**src/rtl/amp_multi_vca.sv**
```systemverilog
// Multi-channel VCA: one shared multiplier, time-multiplexed one channel per clock, all outputs published together.
// Optional per-channel gain smoothing is enabled by defining AMP_GAIN_SMOOTH_EN.
module amp_multi_vca #(
  parameter int CHANNELS  = 4,
  parameter int DATA_W    = 16,
  parameter int GAIN_W    = 16,
  parameter int RAMP_STEP = 256
) (
  input  logic                         Sys_clk,
  input  logic                         Amp_rst_n,
  input  logic                         Amp_ce,
  input  logic [CHANNELS*GAIN_W-1:0]   Amplitude,
  input  logic [CHANNELS*DATA_W-1:0]   Oscillator,
  output logic [CHANNELS*DATA_W-1:0]   Amp_out,
  output logic                         Amp_valid,
  output logic                         Amp_busy
);

  localparam int CNT_W  = (CHANNELS > 1) ? $clog2(CHANNELS) : 1;
  localparam int PROD_W = DATA_W + GAIN_W + 1;
  localparam logic [CNT_W-1:0] LAST_CH = CNT_W'(CHANNELS - 1);

  typedef enum logic [1:0] {S_IDLE, S_RUN, S_DRAIN} state_e;

  state_e            state_q, state_d;
  logic [CNT_W-1:0]  cnt_q, cnt_d;
  logic              drain_q, drain_d;
  logic              issue, accept;

  logic        [GAIN_W-1:0] gain_q [CHANNELS];
  logic        [GAIN_W-1:0] gain_d [CHANNELS];
  logic signed [DATA_W-1:0] osc_q  [CHANNELS];

  logic signed [DATA_W-1:0] op_osc_q, op_osc_d;
  logic        [GAIN_W-1:0] op_gain_q, op_gain_d;
  logic                     s1_vld_q;
  logic        [CNT_W-1:0]  s1_ch_q;

  logic signed [PROD_W-1:0] prod_q, prod_d;
  logic                     s2_vld_q;
  logic        [CNT_W-1:0]  s2_ch_q;

  logic signed [DATA_W-1:0] result;
  logic                     frame_done;
  logic signed [DATA_W-1:0] buf_q [CHANNELS];
  logic signed [DATA_W-1:0] buf_d [CHANNELS];
  logic signed [DATA_W-1:0] out_q [CHANNELS];
  logic                     valid_q;

  // A frame can be accepted in IDLE, or on the last DRAIN cycle so that a
  // continuously held Amp_ce restarts exactly on the Amp_valid edge.
  // NOTE: every combinational output is given a default before the case so no latch is inferred.
  always_comb begin
    state_d = state_q;
    cnt_d   = cnt_q;
    drain_d = drain_q;
    issue   = 1'b0;
    accept  = 1'b0;
    unique case (state_q)
      S_IDLE: begin
        cnt_d = '0;
        if (Amp_ce) begin
          accept  = 1'b1;
          state_d = S_RUN;
        end
      end
      S_RUN: begin
        issue = 1'b1;
        if (cnt_q == LAST_CH) begin
          cnt_d   = '0;
          drain_d = 1'b0;
          state_d = S_DRAIN;
        end else begin
          cnt_d = cnt_q + 1'b1;
        end
      end
      S_DRAIN: begin
        if (!drain_q) begin
          drain_d = 1'b1;
        end else begin
          drain_d = 1'b0;
          if (Amp_ce) begin
            accept  = 1'b1;
            state_d = S_RUN;
          end else begin
            state_d = S_IDLE;
          end
        end
      end
      default: state_d = S_IDLE;
    endcase
  end

  for (genvar k = 0; k < CHANNELS; k++) begin : g_ch
    logic [GAIN_W-1:0] tgt;
    assign tgt = Amplitude[k*GAIN_W +: GAIN_W];
`ifdef AMP_GAIN_SMOOTH_EN
    localparam int STEP_CLIP = (RAMP_STEP > (2**GAIN_W) - 1) ? (2**GAIN_W) - 1 : RAMP_STEP;
    localparam logic [GAIN_W-1:0] STEP = GAIN_W'(STEP_CLIP);
    // Move toward the target by at most STEP, landing exactly on it when close.
    always_comb begin
      if (tgt > gain_q[k]) begin
        gain_d[k] = (tgt - gain_q[k] > STEP) ? gain_q[k] + STEP : tgt;
      end else begin
        gain_d[k] = (gain_q[k] - tgt > STEP) ? gain_q[k] - STEP : tgt;
      end
    end
`else
    assign gain_d[k] = tgt;
`endif
    assign Amp_out[k*DATA_W +: DATA_W] = out_q[k];
  end

`ifndef AMP_GAIN_SMOOTH_EN
  logic unused_ramp;
  assign unused_ramp = ^RAMP_STEP;
`endif

  always_comb begin
    op_osc_d  = '0;
    op_gain_d = '0;
    for (int k = 0; k < CHANNELS; k++) begin
      if (cnt_q == CNT_W'(k)) begin
        op_osc_d  = osc_q[k];
        op_gain_d = gain_q[k];
      end
    end
  end

  // Gain is unsigned, so it enters the signed multiply with a zero sign bit.
  assign prod_d = PROD_W'(op_osc_q) * PROD_W'($signed({1'b0, op_gain_q}));

  // Taking the bits above GAIN_W is an arithmetic shift (floor); gain < 1.0 keeps it in range.
  assign result     = prod_q[GAIN_W +: DATA_W];
  assign frame_done = s2_vld_q && (s2_ch_q == LAST_CH);

  logic unused_prod_bits;
  assign unused_prod_bits = ^{prod_q[PROD_W-1], prod_q[GAIN_W-1:0]};

  always_comb begin
    buf_d = buf_q;
    for (int k = 0; k < CHANNELS; k++) begin
      if (s2_vld_q && (s2_ch_q == CNT_W'(k))) buf_d[k] = result;
    end
  end

  // NOTE: the working buffer and latched inputs are reset element by element because a
  // mid-frame reset must leave no stale samples behind.
  always_ff @(posedge Sys_clk or negedge Amp_rst_n) begin
    if (!Amp_rst_n) begin
      state_q   <= S_IDLE;
      cnt_q     <= '0;
      drain_q   <= 1'b0;
      op_osc_q  <= '0;
      op_gain_q <= '0;
      s1_vld_q  <= 1'b0;
      s1_ch_q   <= '0;
      prod_q    <= '0;
      s2_vld_q  <= 1'b0;
      s2_ch_q   <= '0;
      valid_q   <= 1'b0;
      for (int k = 0; k < CHANNELS; k++) begin
        gain_q[k] <= '0;
        osc_q[k]  <= '0;
        buf_q[k]  <= '0;
        out_q[k]  <= '0;
      end
    end else begin
      // NOTE: non-blocking assignments so every register samples pre-edge values.
      state_q <= state_d;
      cnt_q   <= cnt_d;
      drain_q <= drain_d;
      if (accept) begin
        for (int k = 0; k < CHANNELS; k++) begin
          gain_q[k] <= gain_d[k];
          osc_q[k]  <= Oscillator[k*DATA_W +: DATA_W];
        end
      end
      s1_vld_q <= issue;
      if (issue) begin
        op_osc_q  <= op_osc_d;
        op_gain_q <= op_gain_d;
        s1_ch_q   <= cnt_q;
      end
      s2_vld_q <= s1_vld_q;
      if (s1_vld_q) begin
        prod_q  <= prod_d;
        s2_ch_q <= s1_ch_q;
      end
      buf_q   <= buf_d;
      valid_q <= frame_done;
      // The last channel lands in the buffer on the same edge, so publish the updated copy.
      if (frame_done) out_q <= buf_d;
    end
  end

  assign Amp_valid = valid_q;
  assign Amp_busy  = (state_q != S_IDLE);

endmodule

```
**config.mk**
```make
export PLATFORM = sky130hd
export DESIGN_NAME = amp_multi_vca
export DESIGN_NICKNAME = d
export VERILOG_FILES = /design/src/rtl/amp_multi_vca.sv
export SDC_FILE = /design/constraint.sdc
export NUM_CORES = 1
export LEC_CHECK = 0
export CAP_MARGIN = 10
export CORE_AREA = 2 2 242 244
export CTS_CLUSTER_DIAMETER = 150
export DETAILED_ROUTE_END_ITERATION = 12
export DIE_AREA = 0 0 244 246
export DONT_BUFFER_PORTS = 1
export HOLD_SLACK_MARGIN = 0.12
export SYNTH_ARGS = -nofsm -noshare
export SYNTH_HDL_FRONTEND = slang
export SYNTH_SLANG_ARGS = --single-unit
```
**constraint.sdc**
```tcl
create_clock -name Sys_clk -period 5.7 [get_ports Sys_clk]
set_input_delay 1.14 -clock Sys_clk [delete_from_list [all_inputs] [get_ports Sys_clk]]
set_output_delay 1.14 -clock Sys_clk [all_outputs]
set_load 0.02 [all_outputs]
```
==> flow_summary.json <==
{
  "clockBufferDepth": 3,
  "critPathMaxFanout": 7,
  "final_cell_mix": "nand2_1 (279), dfrtp_1 (273), inv_1 (214), mux2_2 (213), fa_1 (185)",
  "crit_arrival_ns": 6.08,
  "start_kind": "flip-flop",
  "final-seq-area_mm2": 0.00754,
  "drive_gt1_frac": 0.246,
  "drtPass1Iterations": 4,
  "hold_viol": 0,
  "synth.largest_area_cell": "dfrtp_1",
  "slew_headroom": 0.307,
  "cts-root-buf": "clkbuf_16",
  "ant_nets": 0,
  "synth_top_area_frac": 0.366,
  "grt_remaining_overflow": 0,
  "cts_tree": "built",
  "multi_input_area_mm2": 0.0121,
  "final_common_cell": "nand2_1",
  "grt_max_degree": 301,
  "place.gp.congestion": 0.846,
  "first_global_vias": 14923,
  "finalCritPeriodShare": 0.987,
  "fmax_mhz": 178,
  "max_cap_violations": 0,
  "critical_path_depth": 21,
  "synth-edff-count": 0,
  "rr_startpoint": "op_osc_q[4]",
  "fill_cells": 5537,
  "num_vias": 13529,
  "cp-end-kind": "flip-flop",
  "drt_iter0_drc": 645,
  "worstPathRequired_ns": 6.15,
  "ios": 197,
  "r2r_cells": 21,
  "synthDistinctLibCells": 58,
  "grt_pass1_wl_mm": 78.6,
  "drc": 0,
  "final.min_clock_period_ns": 5.63,
  "synth_nets": 2367,
  "cts_inserted_buffers": 30,
  "start_util": 0.357,
  "synth_seq_cells": 300,
  "routed_via_density": 4.90,
  "max_stage_delay_ns": 0.57,
  "routed_wirelength_mm": 47.6,
  "ys_seq_area_frac": 0.366,
  "hold_class": "in -> async",
  "critPathMostFrequentCell": "fa_1",
  "wl_per_cell_um": 17.2,
  "synthToLayoutAreaGrowth_pct": 13.7,
  "whs_ns": 0.267,
  "syn_area_per_cell_um2": 10.6,
  "outcome": "complete, no violations",
  "critical_path.cell_chain": "buf_6 > and2_4 > fa_1 > inv_2 > fa_2 > fa_1 > inv_1 > fa_1 > fa_1 > inv_2 > fa_1 > inv_2 > ha_4 > buf_4 > buf_4 > a21oi_2 > o22a_2 > o311ai_4 > a21oi_2 > xnor2_1 > mux2_2",
  "crit_path_top_delay_cell": "fa_1",
  "synth_ff_type": "dfrtp_1",
  "dp.cells": 2678,
  "cts_sinks": 300,
  "grt_util_all_layers": 0.161,
  "r2r-end": "prod_q[29]",
  "maxSlewViolCount": 0,
  "fp.dieH_um": 246,
  "clkLatencyLatePin_ns": 0.58,
  "rows": 88,
  "coreArea_mm2": 0.0574,
  "setup_viol": 0,
  "worst_pin_slew_ns": 1.04,
  "ys_warn_count": 0,
  "io_buffers": 0,
  "syn_area_mm2": 0.0205,
  "htree_levels": 1,
  "antenna_found_initial": 8,
  "place_hpwl_mm": 36.1,
  "die_w_um": 244,
  "criticalPathCategory": "reg -> reg",
  "syn_inst": 1925,
  "crit_end": "prod_q[29]",
  "async_flop_share": 1.00,
  "finClkSkew_ns": 0.0230,
  "nets": 2412,
  "instances_no_fill": 2763,
  "ff2ff_setup_slack_ns": 0.07,
  "hold_buffers": 0,
  "die-area_mm2": 0.0600,
  "crit_path_start": "op_osc_q[4]",
  "rsz0062_at_grt": "yes",
  "ys_top_cells_by_area": "dfrtp_1 (37%), fa_1 (19%), mux2_2 (12%)",
  "critPathBufInv": 7,
  "crit_family": "adder cells",
  "clk_pin_slew_ns": 0.06
}
[logic make-up (layout without fill, tap and decap cells)]
family	Yosys count	after routing	synth area share
xor gates and xnor gates	15	15	0.00641
AOI/OAI and AO/OA	220	220	0.0681
other	0	7	0
DFF	300	300	0.366
adders and majority gates	311	311	0.260
and+or+nand+nor	536	536	0.119
muxes	218	218	0.120
buffers and inverters	325	391	0.0604
[state kept, by name, summed over array words and instances (netlist names)]
| signal | cells |
|---|---|
| Amp_out | 64 |
| gain_q | 64 |
| osc_q | 64 |
| buf_q | 48 |
| op_gain_q | 16 |
| op_osc_q | 16 |
| prod_q | 16 |
| cnt_q | 2 |
| s1_ch_q | 2 |
| s2_ch_q | 2 |
| state_q | 2 |
| Amp_valid | 1 |
| drain_q | 1 |
| s1_vld_q | 1 |
| s2_vld_q | 1 |
[Yosys cell counts (32+ instances only)]
| library cell | count |
|---|---|
| ha_1 | 118 |
| inv_1 | 226 |
| nand2_1 | 283 |
| fa_1 | 193 |
| and2_1 | 112 |
| nor2_1 | 90 |
| clkbuf_1 | 79 |
| a21oi_1 | 88 |
| a22oi_1 | 32 |
| mux2_2 | 214 |
| dfrtp_1 | 300 |
| o21ai_0 | 48 |
[worst min-delay path by stage]
stage,to,start,depth (start not counted)
finish,osc_q[49],Amp_rst_n,0
global route,osc_q[48],Amp_rst_n,0
CTS,gain_q[62],Amp_rst_n,0
detailed placement,Amp_out[29],buf_q[45],2
global placement,Amp_out[24],buf_q[40],2
floorplan,s2_vld_q,s1_vld_q,0
[cell type report]
class                   count  share of cell area
multi-input cells        1300               0.520
flip-flops and latches    300               0.324
clock inverters            12             0.00397
repair buffers            112              0.0384
inverters                 226              0.0364
clock buffers              41              0.0361
diodes                      7            0.000752
well taps                 765              0.0411
[worst reg2reg max path, stage by stage (launching register included)]
cell and delay [ns]:
dfrtp_2 0.47, buf_6 0.16, and2_4 0.15, fa_1 0.49, inv_2 0.04, fa_2 0.53, fa_1 0.41, inv_1 0.09
fa_1 0.44, fa_1 0.57, inv_2 0.04, fa_1 0.51, inv_2 0.05, ha_4 0.25, buf_4 0.14, buf_4 0.13
a21oi_2 0.13, o22a_2 0.16, o311ai_4 0.14, a21oi_2 0.25, xnor2_1 0.10, mux2_2 0.26
[metal layers]
metal | vias to the layer above | global-route usage | share of wire
li1 | 6307 | - | -
met1 | 6921 | 0.205 | 0.43
met2 | 223 | 0.285 | 0.51
met3 | 76 | 0.0211 | 0.038
met4 | 2 | 0.0502 | 0.025
met5 | - | 0 | 0.00027
[through the flow]
step	setup slack, ns	TNS, ns	cell area [µm²]	utilization
5_1_grt	-0.114	-0.529	23300	0.406
2_1_floorplan	0.00318	0	20500	-
3_3_place_gp	-0.0652	-0.122	21700	0.379
4_1_cts	0.00196	0	22700	0.396
3_5_place_dp	-0.142	-0.393	21700	0.379
6_report	0.0747	0	23300	0.406
[what timing repair did]
item	4_1_cts	5_1_grt
cloned	0	0
pin swaps	0	50
buffers inserted	1	24
setup endpoints to repair	10	16
gates resized for setup	17	104
Power is left out: the tool's default activity adds up to more than one toggle a clock period on the data nets, which glitch-free logic cannot reach.
